### config.mk
export PLATFORM = sky130hd
export DESIGN_NAME = mod_gen_seq
export DESIGN_NICKNAME = d
export VERILOG_FILES = /design/src/rtl/mod_gen_seq.sv
export SDC_FILE = /design/constraint.sdc
export NUM_CORES = 1
export LEC_CHECK = 0
export ABC_AREA = 0
export CELL_PAD_IN_SITES_DETAIL_PLACEMENT = 1
export CELL_PAD_IN_SITES_GLOBAL_PLACEMENT = 1
export CORE_UTILIZATION = 25
export CTS_BUF_LIST = sky130_fd_sc_hd__clkbuf_8
export CTS_CLUSTER_DIAMETER = 80
export DETAILED_ROUTE_END_ITERATION = 8
export PLACE_DENSITY = 0.56
export SYNTH_ARGS = -nofsm -noshare
export SYNTH_HDL_FRONTEND = slang
export SYNTH_SLANG_ARGS = --single-unit
### constraint.sdc
create_clock -name clk -period 5.6 [get_ports clk]
set_input_delay 0.56 -clock clk [delete_from_list [all_inputs] [get_ports clk]]
set_output_delay 0.56 -clock clk [all_outputs]
set_load 0.01 [all_outputs]
### src/rtl/mod_gen_seq.sv
// Sequential residue generator: R = N mod MOD by periodic folding
// with end-around carry followed by a compare-subtract correction.
module mod_gen_seq #(
    parameter int WIDTH  = 16,
    parameter int MOD    = 21,
    parameter int PERIOD = 6,
    localparam int NCHUNK = (WIDTH + PERIOD - 1) / PERIOD,
    localparam int RW     = $clog2(MOD)
) (
    input  logic             clk,
    input  logic             rst_n,
    input  logic [WIDTH-1:0] N,
    input  logic             in_valid,
    output logic             in_ready,
    output logic [RW-1:0]    R,
    output logic             out_valid,
    input  logic             out_ready,
    output logic             busy
);

    localparam int     SW = NCHUNK * PERIOD;
    localparam int     CW = $clog2(NCHUNK + 1);
    localparam longint P2 = longint'(1) << PERIOD;

    if ((P2 % MOD) != 1 || P2 <= MOD) begin : g_bad_cfg
        $fatal(1, "mod_gen_seq: 2^PERIOD must be > MOD and == 1 mod MOD");
    end

    typedef enum logic [1:0] {
        IDLE,
        FOLD,
        CORRECT,
        DONE
    } state_t;

    state_t            state, state_d;
    logic [SW-1:0]     sh, sh_d;
    logic [PERIOD-1:0] acc, acc_d;
    logic [CW-1:0]     cnt, cnt_d;
    logic [RW-1:0]     r_q, r_d;
    logic [PERIOD:0]   sum;

    always_ff @(posedge clk or negedge rst_n) begin
        if (!rst_n) begin
            state <= IDLE;
            sh    <= '0;
            acc   <= '0;
            cnt   <= '0;
            r_q   <= '0;
        end else begin
            state <= state_d;
            sh    <= sh_d;
            acc   <= acc_d;
            cnt   <= cnt_d;
            r_q   <= r_d;
        end
    end

    always_comb begin
        state_d = state;
        sh_d    = sh;
        acc_d   = acc;
        cnt_d   = cnt;
        r_d     = r_q;
        sum     = {1'b0, acc} + {1'b0, sh[PERIOD-1:0]};
        unique case (state)
            IDLE: begin
                if (in_valid) begin
                    sh_d    = SW'(N);
                    acc_d   = '0;
                    cnt_d   = '0;
                    state_d = FOLD;
                end
            end
            FOLD: begin
                // carry out of the chunk sum wraps back in as +1
                if (sum[PERIOD]) begin
                    acc_d = sum[PERIOD-1:0] + PERIOD'(1);
                end else begin
                    acc_d = sum[PERIOD-1:0];
                end
                sh_d  = sh >> PERIOD;
                cnt_d = cnt + CW'(1);
                if (cnt == CW'(NCHUNK - 1)) begin
                    state_d = CORRECT;
                end
            end
            CORRECT: begin
                if (acc >= PERIOD'(MOD)) begin
                    acc_d = acc - PERIOD'(MOD);
                end else begin
                    r_d     = acc[RW-1:0];
                    state_d = DONE;
                end
            end
            DONE: begin
                if (out_ready) begin
                    state_d = IDLE;
                end
            end
            default: state_d = IDLE;
        endcase
    end

    assign in_ready  = (state == IDLE);
    assign busy      = (state != IDLE);
    assign out_valid = (state == DONE);
    assign R         = r_q;

endmodule

==> results of run 1 <==
==> cells by family (layout without fill, tap and decap cells) <==
| logic type | count (synthesis) | in the layout | synth area share (%) |
|---|---|---|---|
| compound gates | 63 | 63 | 20.4 |
| simple gates | 59 | 59 | 14.7 |
| flops | 31 | 31 | 39.4 |
| buf+inv | 18 | 46 | 3.75 |
| fa+ha+maj | 15 | 15 | 9.92 |
| mux | 15 | 15 | 7.82 |
| xor+xnor | 9 | 9 | 4.01 |
==> area by class of cell <==
class	instances	area [sq um]	area share, %
inverter	10	37.5	1.55
sequential	31	776	32.1
multi-input combinational	161	1120	46.2
clock buffer	5	68.8	2.85
clock inverter	3	16.3	0.673
tap	99	124	5.12
timing repair buffer	28	278	11.5
==> where the power goes <==
group	internal [mW]	total [mW]	switching, mW
Combinational	0.320	0.738	0.418
Sequential	0.325	0.415	0.0894
Clock	0.0851	0.179	0.0940
==> through the flow <==
| step | hold slack (ns) | cells | total power [mW] | utilization, % |
|---|---|---|---|---|
| floorplan | 0.264 | 210 | 0.950 | - |
| detailed placement | 0.470 | 329 | 1.18 | 31.3 |
| global placement | 0.462 | 329 | 1.17 | 31.3 |
| finish | 0.484 | 337 | 1.33 | 32.5 |
| CTS | 0.488 | 337 | 1.36 | 32.5 |
| global route | 0.512 | 337 | 1.46 | 32.5 |
==> sequential cells by signal, indices dropped and copies added (netlist names) <==
register  cells
acc           6
sh           16
cnt           2
R             5
state         2
==> metal layers <==
layer / vias up / track usage (%) / routed length, microns
met4: 0 / 3.23 / 49
met1: 741 / 15.9 / 2380
met5: - / 0 / 0
met2: 24 / 19.5 / 2120
li1: 793 / - / -
met3: 5 / 3.11 / 164
==> layout by cell type (no fill, tap or decap), types with 2 or more instances in the layout <==
| master | n |
|---|---|
| dfrtp_1 | 31 |
| o21ai_0 | 27 |
| o21ai_1 | 2 |
| o21ai_2 | 2 |
| xnor2_1 | 5 |
| and3_1 | 7 |
| nor2b_1 | 2 |
| clkdlybuf4s50_1 | 27 |
| a21oi_1 | 11 |
| xor2_1 | 4 |
| nand2_1 | 32 |
| nor2_1 | 5 |
| nand3_1 | 3 |
| ha_1 | 14 |
| a22oi_1 | 4 |
| mux2i_1 | 12 |
| mux2_2 | 3 |
| a21o_1 | 2 |
| clkbuf_8 | 5 |
| inv_1 | 11 |
| o22ai_1 | 2 |
==> worst max-delay path by stage <==
stage	slack (ns)	startpoint	to
after floorplan	3.56	acc[0]$_DFFE_PN0P_	acc[5]$_DFFE_PN0P_
after global placement	3.10	in_valid	sh[2]$_DFFE_PN0P_
after detailed placement	3.04	in_valid	sh[3]$_DFFE_PN0P_
after CTS	3.06	state[0]$_DFFE_PN0P_	busy
after global routing	2.86	state[1]$_DFFE_PN0P_	sh[1]$_DFFE_PN0P_
final	3.12	state[0]$_DFFE_PN0P_	busy
==> critical path, stage by stage (launching register included) <==
cell and delay, ns:
dfrtp_1 0.42, inv_1 0.10, ha_1 0.38, inv_1 0.22
clkdlybuf4s50_1 0.52
==> key figures, run 1 <==
Timing
  • Max-slew headroom: 19.6%
  • Unrepaired setup endpoints after global routing: no
  • Highest clock rate: 403 MHz
  • Final hold violation count: 0
  • Endpoints failing setup: 0
  • Max Slew Vio Count: 0
  • Setup TNS Final: 0 ns
  • Min cycle time layout: 2.48 ns
  • Final worst slack: 3.12 ns
  • Skew final: 0.00918 ns
  • Final critical-path share of the clock period: 44.3%
  • Worst slew pin tran: 1.20 ns

Layout
  • Layout area overhead: 22.9%
  • Layout cells sized above 1: 8.82%
  • # nets final: 272
  • Final Cell Area: 2420 sq um
  • Ant diodes: 0
  • # fillers: 908

CTS
  • Total clock sinks: 31
  • CTS buffer count: 5
  • Root buf cell: clkbuf_8
  • Hold buffer count at CTS: 0
  • Clock Path Buffers: 2
  • Clock Latency Late Sink: 0.29 ns
  • H-tree Lvls: 2
  • Clock transition at the registers of the reported paths: 0.07 ns
  • CTS tree: yes
  • Post-CTS Setup Bufs: 0
  • Resized cells post-CTS: 0

Floorplan
  • Initial core utilization: 26.4%
  • Die area: 8230 sq um
  • Io pins: 28
  • Core Rows: 31
  • Die height: 90.7 microns
  • CORE AREA: 7450 sq um
  • Die Wd: 90.7 microns

Placed design
  • Placer congestion estimate: 0.717
  • Post-DP HPWL: 3560 microns
  • Worst slack at placement: 3.04 ns
  • IO Port Bufs: 27
  • Placed cell area: 2330 sq um

Synthesis
  • Async set-reset flop share out of synthesis: 100%
  • Yosys top cell by area: dfrtp_1
  • Distinct cells, synth: 46
  • Top-area cell type share of the netlist area: 39.4%
  • Top-count cell post-synth: nand2_1
  • Leading register cell type out of synthesis: dfrtp_1
  • Synth cell count leaders: 32 x nand2_1, 31 x dfrtp_1, 28 x o21ai_0
  • Dominant cells by area after synthesis: dfrtp_1 39%, ha_1 8.9%, o21ai_0 7.1%, mux2i_1 6.1%, nand2_1 6.1%
  • Number of synthesized flops with an enable pin: 0
  • Gate Count Post-Synth: 210
  • Ys Warns: 0
  • Flip-flop and latch count after synthesis: 31
  • Post-synthesis cell area: 1970 sq um
  • Mean post-synth cell area: 9.37 sq um
  • Syn nets: 245
  • Sequential-to-total area share from yosys stat: 39.4%

Status
  • Status: completed

GRT
  • First-pass GRT wire length: 7900 microns
  • Vias in the first global route: 1,624
  • GRT Util Overall: 12.1%
  • Largest net degree at the start of global routing: 32
  • Total congestion overflow: 0
  • Initial antenna violation count: 0

Flow run
  • Max-cap viol count: 0

Worst setup path
  • FF-to-FF Start: state[0]$_DFFE_PN0P_
  • Reg2Reg Capture Point: sh[3]$_DFFE_PN0P_
  • Setup crit end kind: primary output
  • FF-to-FF path depth: 3
  • Arr. time, crit path: 1.92 ns
  • Crit path kind: register to primary output
  • Required time of the worst setup path: 5.04 ns
  • CP startpoint kind: register
  • Reg-to-reg slack, setup: 3.14 ns
  • Crit path max fanout: 12

Route
  • Drt first pass iters: 4
  • DRT antenna net count: 0
  • Residual DRC count: 0
  • Vias per Instance: 4.64
  • DR iter-0 viols: 34
  • Total Wirelength: 4720 microns
  • Drt wl/cell: 14.0 microns
  • Total vias in the final route: 1,563

Power
  • PwrDens: 551 nW/um^2
  • VDD IR max: 0.000215 V
  • Static Leakage: 1.05 nW

Worst hold path
  • Hold path depth: 2
  • Hold Path End: sh[7]$_DFFE_PN0P_
  • Hold Crit Class: register to register
  • Hold path start: sh[7]$_DFFE_PN0P_
No activity file was read; power rests on OpenSTA's default activity.
==> run 2, diff against run 1 <==
PLACE_DENSITY = 0.58   (was 0.56)
clock period = 2.1 ns   (was 5.6 ns; I/O delays follow)
==> key figures, run 2 (synthesis gave the netlist of run 1 again) <==
Status
  • Status: completed

Route
  • Drt first pass iters: 4
  • Total vias in the final route: 1,652
  • Drt wl/cell: 14.2 microns
  • DRT antenna net count: 0
  • Residual DRC count: 0
  • Vias per Instance: 4.68
  • Total Wirelength: 5000 microns
  • DR iter-0 viols: 41

Layout
  • Layout cells sized above 1: 20.9%
  • Layout area overhead: 34.7%
  • Commonest non-fill, non-tap cells in the layout: 32 x nand2_1, 30 x dfrtp_1, 26 x clkdlybuf4s50_1
  • # fillers: 874
  • Ant diodes: 0
  • # nets final: 288
  • Max FFs per register: 16
  • Layout Cells excl Fill: 353
  • Biggest register: sh
  • Area of the multi-input gates: 1200 sq um
  • Commonest non-fill, non-tap cell in the layout: nand2_1
  • Seq. cell area: 777 sq um
  • Final core utilization: 35.6%

Placed design
  • IO Port Bufs: 27
  • Placer congestion estimate: 0.732
  • Worst slack at placement: -0.0499 ns
  • Post-Place Cells: 344
  • Post-DP HPWL: 3690 microns

Timing
  • Endpoints failing setup: 0
  • Final hold violation count: 0
  • Min cycle time layout: 2.08 ns
  • Final critical-path share of the clock period: 99.2%
  • Final worst slack: 0.0163 ns
  • Setup TNS Final: 0 ns
  • Unrepaired setup endpoints after global routing: yes
  • Max-slew headroom: 71.5%
  • Worst slew pin tran: 0.427 ns
  • Highest clock rate: 480 MHz
  • Max Slew Vio Count: 0
  • Skew final: 0.00526 ns

Power
  • P_int: 2.27 mW
  • Clk pwr share: 12.8%
  • PwrDens: 1540 nW/um^2
  • Sw frac: 44.3%
  • Part of the power in combinational logic: 60.8%
  • VDD IR max: 0.000638 V
  • P_sw: 1.81 mW
  • Overall Power: 4.08 mW
  • Static Leakage: 1.15 nW
  • Seq pwr share: 26.4%

Worst setup path
  • CP startpoint kind: register
  • Crit path max fanout: 3
  • Worst stage delay on the critical path: 0.63 ns
  • Slowest library cell on the worst path: fa_2
  • Setup crit end kind: register
  • FF-to-FF path depth: 8
  • Required time of the worst setup path: 2.28 ns
  • Arr. time, crit path: 2.26 ns
  • Crit path kind: register to register
  • Crit path cell chain: ha_2 > fa_2 > ha_4 > o21ai_1 > a21oi_1 > nand3_1 > xor2_1 > o21ai_2

GRT
  • Largest net degree at the start of global routing: 32
  • Vias in the first global route: 1,662
  • Total congestion overflow: 0
  • Initial antenna violation count: 0
  • First-pass GRT wire length: 8390 microns
  • GRT Util Overall: 12.9%

CTS
  • H-tree Lvls: 2
  • Root buf cell: clkbuf_8
  • Clock Path Buffers: 2
  • Total clock sinks: 31
  • Clock Latency Late Sink: 0.30 ns
  • CTS buffer count: 5
  • CTS tree: yes
  • Clock transition at the registers of the reported paths: 0.08 ns

Floorplan
  • Die height: 90.7 microns
  • Initial core utilization: 26.4%
  • Die area: 8230 sq um
  • Die Wd: 90.7 microns
  • Io pins: 28
  • Core Rows: 31
  • CORE AREA: 7450 sq um

Worst hold path
  • Hold Crit Class: input pin to async pin

Flow run
  • Max-cap viol count: 0
-- run 2: changes by cell type in the layout (fill, tap and decap cells not counted), sizes merged --
cell | previous run | this run
inv | 11 | 9
dlymetal6s2s | 0 | 1
clkinvlp | 1 | 2
clkdlybuf4s50 | 27 | 26
clkinv | 1 | 2
buf | 1 | 17
-- run 2: per-layer routing --
layer  track usage [%]  up-vias  share of wire (%)
li1                  -      828                  -
met1              17.6      796                 49
met2              20.1       22                 47
met3              2.86        6                2.6
met4              4.03        0                1.4
met5                 0        -                  0
-- run 2: power by group through the flow --
stage	clock (mW)	combinational [mW]	sequential, mW
floorplan	0	1.47	1.06
global placement	0	2.29	1.07
detailed placement	0	2.32	1.09
CTS	0.541	2.36	1.08
global route	0.563	2.75	1.12
finish	0.524	2.48	1.08
-- run 2: worst max-delay path, delay by kind of cell (launching register included) --
kind	cells	cell delay, ns
adders and majority gates	3	0.97
DFF	1	0.39
AOI/OAI and AO/OA	3	0.31
xor gates and xnor gates	1	0.18
and+or+nand+nor	1	0.12
-- run 2: layout make-up --
class | count | share of cell area, %
Multi-Input combinational cell | 161 | 45.3
Timing Repair Buffer | 44 | 15.6
Tap cell | 99 | 4.68
Inverter | 10 | 1.56
Sequential cell | 31 | 29.3
Clock buffer | 5 | 2.60
Clock inverter | 3 | 0.945
-- run 2: final timing paths --
path / start / to / slack, ns
max in group asynchronous: rst_n / acc[1]$_DFFE_PN0P_ / 1.46
min: rst_n / acc[5]$_DFFE_PN0P_ / 0.31
min in group clk: R[1]$_DFFE_PN0P_ / R[1]$_DFFE_PN0P_ / 0.49
min reg2reg: R[1]$_DFFE_PN0P_ / R[1]$_DFFE_PN0P_ / 0.49
max reg2reg: acc[0]$_DFFE_PN0P_ / acc[4]$_DFFE_PN0P_ / 0.02
max: acc[0]$_DFFE_PN0P_ / acc[4]$_DFFE_PN0P_ / 0.02
-- run 2: stage by stage --
stage / hold WS (ns) / area (sq um)
after global placement: 0.462 / 2460
after floorplan: -0.0856 / 1970
after global routing: 0.353 / 2650
final: 0.312 / 2650
after CTS: 0.340 / 2560
after detailed placement: 0.474 / 2460
-- run 2: timing repair --
| item | in CTS | in global routing |
|---|---|---|
| gates cloned | 0 | 0 |
| hold buffers | 0 | 0 |
| resized for setup | 4 | 19 |
| buffers inserted | 0 | 1 |
| endpoints found under the setup margin | 5 | 9 |
| pin swaps | 1 | 12 |
